### src/rtl/serial_add_pkg.sv
// Shared types and constants for the two-bit-per-clock serial adder.
package serial_add_pkg;

  typedef enum logic [1:0] {IDLE, RUN, DONE} sas_state_e;

  localparam int SLICE_W = 2;

endpackage

### src/rtl/add2_slice.sv
// Combinational 2-bit ripple-carry slice: {co, s} = x + y + ci.
module add2_slice
  import serial_add_pkg::*;
(
  input  logic [SLICE_W-1:0] x,
  input  logic [SLICE_W-1:0] y,
  input  logic               ci,
  output logic [SLICE_W-1:0] s,
  output logic               co
);

  logic c1;

  assign s[0] = x[0] ^ y[0] ^ ci;
  assign c1   = (x[0] & y[0]) | (x[0] & ci) | (y[0] & ci);
  assign s[1] = x[1] ^ y[1] ^ c1;
  assign co   = (x[1] & y[1]) | (x[1] & c1) | (y[1] & c1);

endmodule

### src/rtl/serial_add_seq.sv
// Serial adder: WIDTH-bit add stepped LSB-first through one 2-bit slice, valid/ready on both sides.
// Optional macro SERIAL_ADD_CIN_EN adds a cin port that preloads the carry at accept.
module serial_add_seq
  import serial_add_pkg::*;
#(
  parameter int WIDTH = 8
) (
  input  logic             clk,
  input  logic             rst_n,
  input  logic             in_valid,
  output logic             in_ready,
  input  logic [WIDTH-1:0] a,
  input  logic [WIDTH-1:0] b,
`ifdef SERIAL_ADD_CIN_EN
  input  logic             cin,
`endif
  output logic             out_valid,
  input  logic             out_ready,
  output logic [WIDTH-1:0] sum,
  output logic             cout
);

  localparam int STEPS  = WIDTH / SLICE_W;
  localparam int STEP_W = $clog2(STEPS) + 1;
  localparam logic [STEP_W-1:0] LAST_STEP = STEP_W'(STEPS - 1);

  if (WIDTH < 2 || (WIDTH % 2) != 0) begin : g_bad_width
    $error("serial_add_seq: WIDTH must be even and >= 2");
  end

  sas_state_e          state, next_state;
  logic [WIDTH-1:0]    op_a, op_b, res_sh, res_next;
  logic                carry, carry_init;
  logic [STEP_W-1:0]   step;
  logic [SLICE_W-1:0]  slice_s;
  logic                slice_co;
  logic                accept, last_step;

`ifdef SERIAL_ADD_CIN_EN
  assign carry_init = cin;
`else
  assign carry_init = 1'b0;
`endif

  add2_slice u_slice (
    .x  (op_a[SLICE_W-1:0]),
    .y  (op_b[SLICE_W-1:0]),
    .ci (carry),
    .s  (slice_s),
    .co (slice_co)
  );

  // Each slice result enters at the top, so after the last step the full sum is aligned.
  assign res_next  = (res_sh >> SLICE_W) | (WIDTH'(slice_s) << (WIDTH - SLICE_W));
  assign accept    = in_valid & in_ready;
  assign last_step = (step == LAST_STEP);

  always_ff @(posedge clk or negedge rst_n) begin
    if (!rst_n) state <= IDLE;
    else        state <= next_state;
  end

  always_comb begin
    next_state = state;
    in_ready   = 1'b0;
    out_valid  = 1'b0;
    case (state)
      IDLE: begin
        in_ready = 1'b1;
        if (in_valid) next_state = RUN;
      end
      RUN: begin
        if (last_step) next_state = DONE;
      end
      DONE: begin
        out_valid = 1'b1;
        if (out_ready) next_state = IDLE;
      end
      default: next_state = IDLE;
    endcase
  end

  // sum/cout only update on the final step so the previous result stays visible until then.
  always_ff @(posedge clk or negedge rst_n) begin
    if (!rst_n) begin
      op_a   <= '0;
      op_b   <= '0;
      res_sh <= '0;
      carry  <= 1'b0;
      step   <= '0;
      sum    <= '0;
      cout   <= 1'b0;
    end else if (accept) begin
      op_a  <= a;
      op_b  <= b;
      carry <= carry_init;
      step  <= '0;
    end else if (state == RUN) begin
      op_a   <= op_a >> SLICE_W;
      op_b   <= op_b >> SLICE_W;
      res_sh <= res_next;
      carry  <= slice_co;
      step   <= step + STEP_W'(1);
      if (last_step) begin
        sum  <= res_next;
        cout <= slice_co;
      end
    end
  end

endmodule

### config.mk
export PLATFORM = sky130hd
export DESIGN_NAME = serial_add_seq
export DESIGN_NICKNAME = d
export VERILOG_FILES = /design/src/rtl/serial_add_pkg.sv /design/src/rtl/add2_slice.sv /design/src/rtl/serial_add_seq.sv
export SDC_FILE = /design/constraint.sdc
export NUM_CORES = 1
export LEC_CHECK = 0
export ABC_AREA = 1
export CAP_MARGIN = 5
export CORE_MARGIN = 4
export CORE_UTILIZATION = 54
export DETAILED_ROUTE_END_ITERATION = 10
export DONT_BUFFER_PORTS = 1
export GPL_ROUTABILITY_DRIVEN = 0
export GPL_TIMING_DRIVEN = 0
export PLACE_DENSITY = 0.69
export SYNTH_ARGS = -nofsm -noshare
export SYNTH_HDL_FRONTEND = slang
export SYNTH_SLANG_ARGS = --single-unit
### constraint.sdc
create_clock -name clk -period 1.7 [get_ports clk]
set_input_delay 0.51 -clock clk [delete_from_list [all_inputs] [get_ports clk]]
set_output_delay 0.51 -clock clk [all_outputs]
set_load 0.02 [all_outputs]
==> run_results.csv, run 1 <==
group,metric,value,unit
worst_hold_path,hold-path-cell-count,1,
sta,worstMarginPinSlew,0.421,ns
logic_synthesis,synth_top_area_share,58.1,%
floorplan,initial_core_util,57.3,%
global_route,grt_pass1_vias,1273,
worst_setup_path,critical_path_arrival,1.13,ns
cells_and_area,fin_area,1790,um^2
sta,period_minus_slack,1.64,ns
worst_setup_path,crit_fanout,4,
logic_synthesis,synth_cell_types,17,
logic_synthesis,netlist_instances,180,
sta,maxSlewViolCount,0,
worst_setup_path,start_kind,"register",
sta,setup_violations,0,
clock_tree,cts_inserted_buffers,5,
placement,place_ws,0.0440,ns
sta,fmax,610,MHz
cells_and_area,antenna_cells,0,
logic_synthesis,ys_warn_count,0,
placement,dp.cells,211,
global_route,grt_usage,18.2,%
route,first_pass_iters,4,
pwr,p_int,1.99,mW
floorplan,coreArea,2780,um^2
global_route,grt_antenna_before_repair,0,
sta,layout_setup_ws,0.0612,ns
worst_hold_path,min_to,"state[1]",
clock_tree,clock_latency,0.34,ns
worst_hold_path,hp-start,"out_ready",
worst_setup_path,worstSetupEndpointType,"output pin",
route,ant_nets,0,
logic_synthesis,ys_seq_area_share,58.1,%
sta,hold_viol_final,0,
worst_setup_path,r2r_slack,0.11,ns
sta,timing.final.crit_share,96.4,%
cells_and_area,final_util,64.3,%
pwr,p_leak,0.915,nW
sta,whs,0.252,ns
logic_synthesis,netlist_area,1590,um^2
floorplan,fp.dieH,62.3,um
logic_synthesis,ys_ff_latch,37,
route,drt-initial-drc-count,47,
worst_hold_path,holdCritPathClass,"input port to register",
cells_and_area,multi_input_area,591,um^2
pwr,p_sw,1.41,mW
floorplan,ios,31,
route,wl_per_cell,14.1,um
pwr,power_frac_clock,15.3,%
sta,setup_tns,0,ns
pwr,power.total,3.40,mW
pwr,ir_worst_vdd,1.11,mV
worst_setup_path,rr_worst_depth,6,
sta,rsz0062_at_grt,"no",
route,routed-via-count,1216,
logic_synthesis,syn_area_per_cell,8.85,um^2
pwr,seqPwrFrac,47.0,%
route,drcViolationCount,0,
worst_setup_path,r2r_start,"op_a[0]",
pwr,power.share.switching,41.3,%
flow_run,cap_viol_max_count,0,
global_route,grt_max_degree,38,
cells_and_area,regArea,928,um^2
floorplan,dieArea,3880,um^2
placement,port_buffers,0,
cells_and_area,drive_gt1_share,14.0,%
cells_and_area,area_growth,12.3,%
floorplan,die_w,62.3,um
sta,skew,0.0108,ns
pwr,p_per_area,1900,nW/um^2
worst_setup_path,cp.required,1.19,ns
clock_tree,cts_tree,"built",
worst_setup_path,worstReg2RegEnd,"sum[7]",
placement,placed_area,1630,um^2
route,vias_per_cell,5.43,
status,outcome,"complete, no violations",
cells_and_area,n_fill_cell,241,
logic_synthesis,yosys.area.top_type,"dfrtp_1",
cells_and_area,most-common-layout-cells,"nand2_1, dfrtp_1, nand3_1, inv_1, o21ai_0",
clock_tree,root_buffer,"clkbuf_4",
floorplan,row_count,19,
clock_tree,clock_sinks,37,
global_route,grt-ovfl-total,0,
clock_tree,clk_path_buf_depth,2,
route,drt-total-wl,3.15,mm
logic_synthesis,synth_fp_nets,204,
clock_tree,clkSlewWorstSetupHoldPaths,0.11,ns
cells_and_area,final_common_cell,"nand2_1",
cells_and_area,final_cells,224,
cells_and_area,layout.nets,216,
global_route,grt_pass1_wl,5.67,mm
placement,dpl.hpwl,2.18,mm
pwr,combPwrFrac,37.7,%
logic_synthesis,synthTopCellsByArea,"dfrtp_1, nand2_1, nand3_1",
worst_setup_path,critPathKind,"register to output pin",
sta,relSlewSlack,72.0,%
clock_tree,cts_max_level,2,
==> layout make-up <==
cell class              count  share of cell area, %
inverters                  14                   2.94
plain buffers               7                   2.38
clock inverters             1                  0.280
multi-input cells         122                   33.0
clock buffers               7                   3.64
repair buffers              5                   3.64
flip-flops and latches     37                   51.9
well taps                  31                   2.17
==> power groups by stage <==
stage / Sequential [mW] / Clock, mW / Combinational (mW)
floorplan: 1.55 / 0 / 0.893
CTS: 1.61 / 0.533 / 1.21
global route: 1.65 / 0.585 / 1.47
finish: 1.60 / 0.521 / 1.28
global placement: 1.59 / 0 / 1.07
detailed placement: 1.61 / 0 / 1.14
==> per-layer routing <==
metal / vias to the layer above / track usage [%] / part of all wire (%)
met5: - / 0 / 0
met1: 585 / 20.6 / 42
met3: 7 / 4.50 / 4.8
li1: 592 / - / -
met4: 0 / 7.16 / 1.7
met2: 32 / 32.4 / 51
==> cell usage after synthesis (all sizes together) <==
master	instances
buf	7
dfrtp	37
fa	2
ha	2
inv	14
nand2	74
nand3	28
nor2	4
o21ai	11
o31ai	1
==> registers in the layout, summed over array words and instances, names as in the netlist <==
register	count
state	2
cout	1
op_a	8
op_b	8
carry	1
res_sh	6
step	3
sum	8
==> critical path, cell delays in order (launching register included) <==
cell and delay (ns):
dfrtp_2 0.47, buf_12 0.15, nor2_4 0.18
==> cells by family after synthesis <==
group                    share of synthesized area [%]
flip-flops                                        58.1
buffers and inverters                             5.73
AND/OR/NAND/NOR                                   28.1
AO/OA/AOI/OAI                                     3.93
adder cells (fa/ha/maj)                           4.08
==> repair_timing <==
item / 4_1_cts / 5_1_grt
hold endpoints to repair: 37 / 0
hold buffers: 2 / 0
setup endpoints to repair: 2 / 3
resized for setup: 4 / 3
setup buffers: 1 / 2
pin swaps: 1 / 0
==> how the worst max path moves through the flow <==
stage / startpoint / to / slack (ns)
finish: state[0] / out_valid / 0.06
global placement: op_a[0] / sum[7] / 0.10
floorplan: op_a[0] / sum[7] / 0.17
global route: op_a[0] / sum[7] / 0.02
detailed placement: op_a[0] / sum[7] / 0.04
CTS: op_a[0] / sum[7] / 0.02
(Power assumes the default switching activity.)
==> run 2, diff against run 1 <==
--- a/config.mk
+++ b/config.mk
@@ -14,6 +14,7 @@
 export GPL_ROUTABILITY_DRIVEN = 0
 export GPL_TIMING_DRIVEN = 0
 export PLACE_DENSITY = 0.69
+export RECOVER_POWER = 100
 export SYNTH_ARGS = -nofsm -noshare
 export SYNTH_HDL_FRONTEND = slang
 export SYNTH_SLANG_ARGS = --single-unit
==> run 2 against run 1 <==
Effect of this change: total power down 0.91%; first-iteration DRC count up 11%; critical path type unchanged; maximum frequency up 0.10%; largest cell class unchanged; critical endpoint unchanged; sequential cell count unchanged; critical path depth unchanged; sequential share of layout area up 0.74 points; highest routed layer unchanged; setup slack better by 0.0017 ns; die area unchanged.
==> run_results.csv, run 2 (synthesized netlist as in run 1, its figures left out) <==
group,metric,value,unit
clock_tree,cts_tree,"built",
floorplan,coreArea,2780,um^2
worst_setup_path,r2r_start,"op_a[0]",
route,vias_per_cell,5.45,
placement,dp.cells,211,
route,routed-via-count,1221,
placement,port_buffers,0,
floorplan,die_w,62.3,um
cells_and_area,fin_area,1760,um^2
floorplan,row_count,19,
flow_run,cap_viol_max_count,0,
global_route,grt_pass1_vias,1273,
worst_setup_path,start_kind,"register",
floorplan,ios,31,
route,drt-total-wl,3.15,mm
sta,setup_tns,0,ns
sta,maxSlewViolCount,0,
route,first_pass_iters,4,
worst_hold_path,min_to,"state[1]",
cells_and_area,final_cells,224,
worst_setup_path,worstReg2RegEnd,"sum[7]",
sta,rsz0062_at_grt,"no",
worst_hold_path,holdCritPathClass,"input port to register",
worst_setup_path,critical_path_arrival,1.13,ns
clock_tree,cts_max_level,2,
placement,dpl.hpwl,2.18,mm
worst_hold_path,hp-start,"out_ready",
sta,timing.final.crit_share,96.3,%
floorplan,initial_core_util,57.3,%
status,outcome,"complete, no violations",
clock_tree,clock_latency,0.34,ns
sta,worstMarginPinSlew,0.881,ns
worst_setup_path,critPathKind,"register to output pin",
clock_tree,clk_path_buf_depth,2,
worst_setup_path,crit_fanout,4,
pwr,p_leak,0.896,nW
sta,whs,0.254,ns
placement,place_ws,0.0440,ns
clock_tree,clock_sinks,37,
sta,period_minus_slack,1.64,ns
cells_and_area,final_common_cell,"nand2_1",
route,drcViolationCount,0,
cells_and_area,top_regs,"op_a: 8 flops, op_b: 8 flops, sum: 8 flops",
worst_setup_path,rr_worst_depth,6,
placement,placed_area,1630,um^2
cells_and_area,drive_gt1_share,11.4,%
global_route,grt_antenna_before_repair,0,
route,ant_nets,0,
worst_setup_path,cp.required,1.19,ns
clock_tree,cts_inserted_buffers,5,
pwr,ir_worst_vdd,1.09,mV
cells_and_area,area_growth,10.7,%
clock_tree,clkSlewWorstSetupHoldPaths,0.11,ns
sta,relSlewSlack,41.3,%
cells_and_area,most-common-layout-cells,"nand2_1, dfrtp_1, nand3_1, inv_1, o21ai_0",
floorplan,dieArea,3880,um^2
global_route,grt_max_degree,38,
cells_and_area,n_fill_cell,248,
sta,layout_setup_ws,0.0629,ns
sta,setup_violations,0,
global_route,grt-ovfl-total,0,
floorplan,fp.dieH,62.3,um
worst_setup_path,r2r_slack,0.09,ns
sta,hold_viol_final,0,
sta,skew,0.0118,ns
cells_and_area,antenna_cells,0,
pwr,p_per_area,1910,nW/um^2
cells_and_area,layout.nets,216,
clock_tree,root_buffer,"clkbuf_4",
route,drt-initial-drc-count,52,
global_route,grt_usage,18.2,%
global_route,grt_pass1_wl,5.67,mm
worst_setup_path,worstSetupEndpointType,"output pin",
worst_hold_path,hold-path-cell-count,1,
route,wl_per_cell,14.1,um
sta,fmax,611,MHz
## run 2: cell types whose count changed in the layout (fill, tap and decap cells not counted), sizes merged
cell	delta
clkbuf	+5
buf	-5
## run 2: worst max-delay path by stage
stage / start / endpoint
6_report: state[0] / out_valid
5_1_grt: op_a[0] / sum[7]
4_1_cts: op_a[0] / sum[7]
3_5_place_dp: op_a[0] / sum[7]
3_3_place_gp: op_a[0] / sum[7]
2_1_floorplan: op_a[0] / sum[7]
## run 2: through the flow
stage	utilization (%)	power [mW]
after floorplan	-	2.44
after global placement	58.7	2.66
after detailed placement	58.7	2.75
after CTS	63.0	3.34
after global routing	63.4	3.66
final	63.4	3.37
## run 2: cell type report
type,instances,area [um^2],area share (%)
inverter,14,52.6,2.98
tap,31,38.8,2.20
clock inverter,1,5.00,0.284
timing repair buffer,5,50.0,2.84
sequential,37,928,52.7
multi-input combinational,122,588,33.4
buffer,7,35.0,1.99
clock buffer,7,65.1,3.69
## run 2: metal layers
metal | global-route usage, % | share of wire (%)
met5 | 0 | 0
met2 | 32.4 | 52
met3 | 4.50 | 6.2
met4 | 7.16 | 1.3
met1 | 20.6 | 40
## run 2: repair_timing
action | 4_1_cts | 5_1_grt
hold buffers | 2 | 0
resized for setup | 4 | 3
buffers inserted | 1 | 2
endpoints found under the setup margin | 2 | 3
endpoints found under the hold margin | 37 | 0
pin swaps | 1 | 0
## run 2: power breakdown
part | internal [mW] | switching (mW) | total (mW)
combinational | 0.470 | 0.780 | 1.25
clock | 0.240 | 0.282 | 0.522
sequential | 1.26 | 0.342 | 1.60
## run 2: critical path: stages (launching register included)
cell     delay, ns
dfrtp_2       0.47
buf_12        0.15
nor2_4        0.18
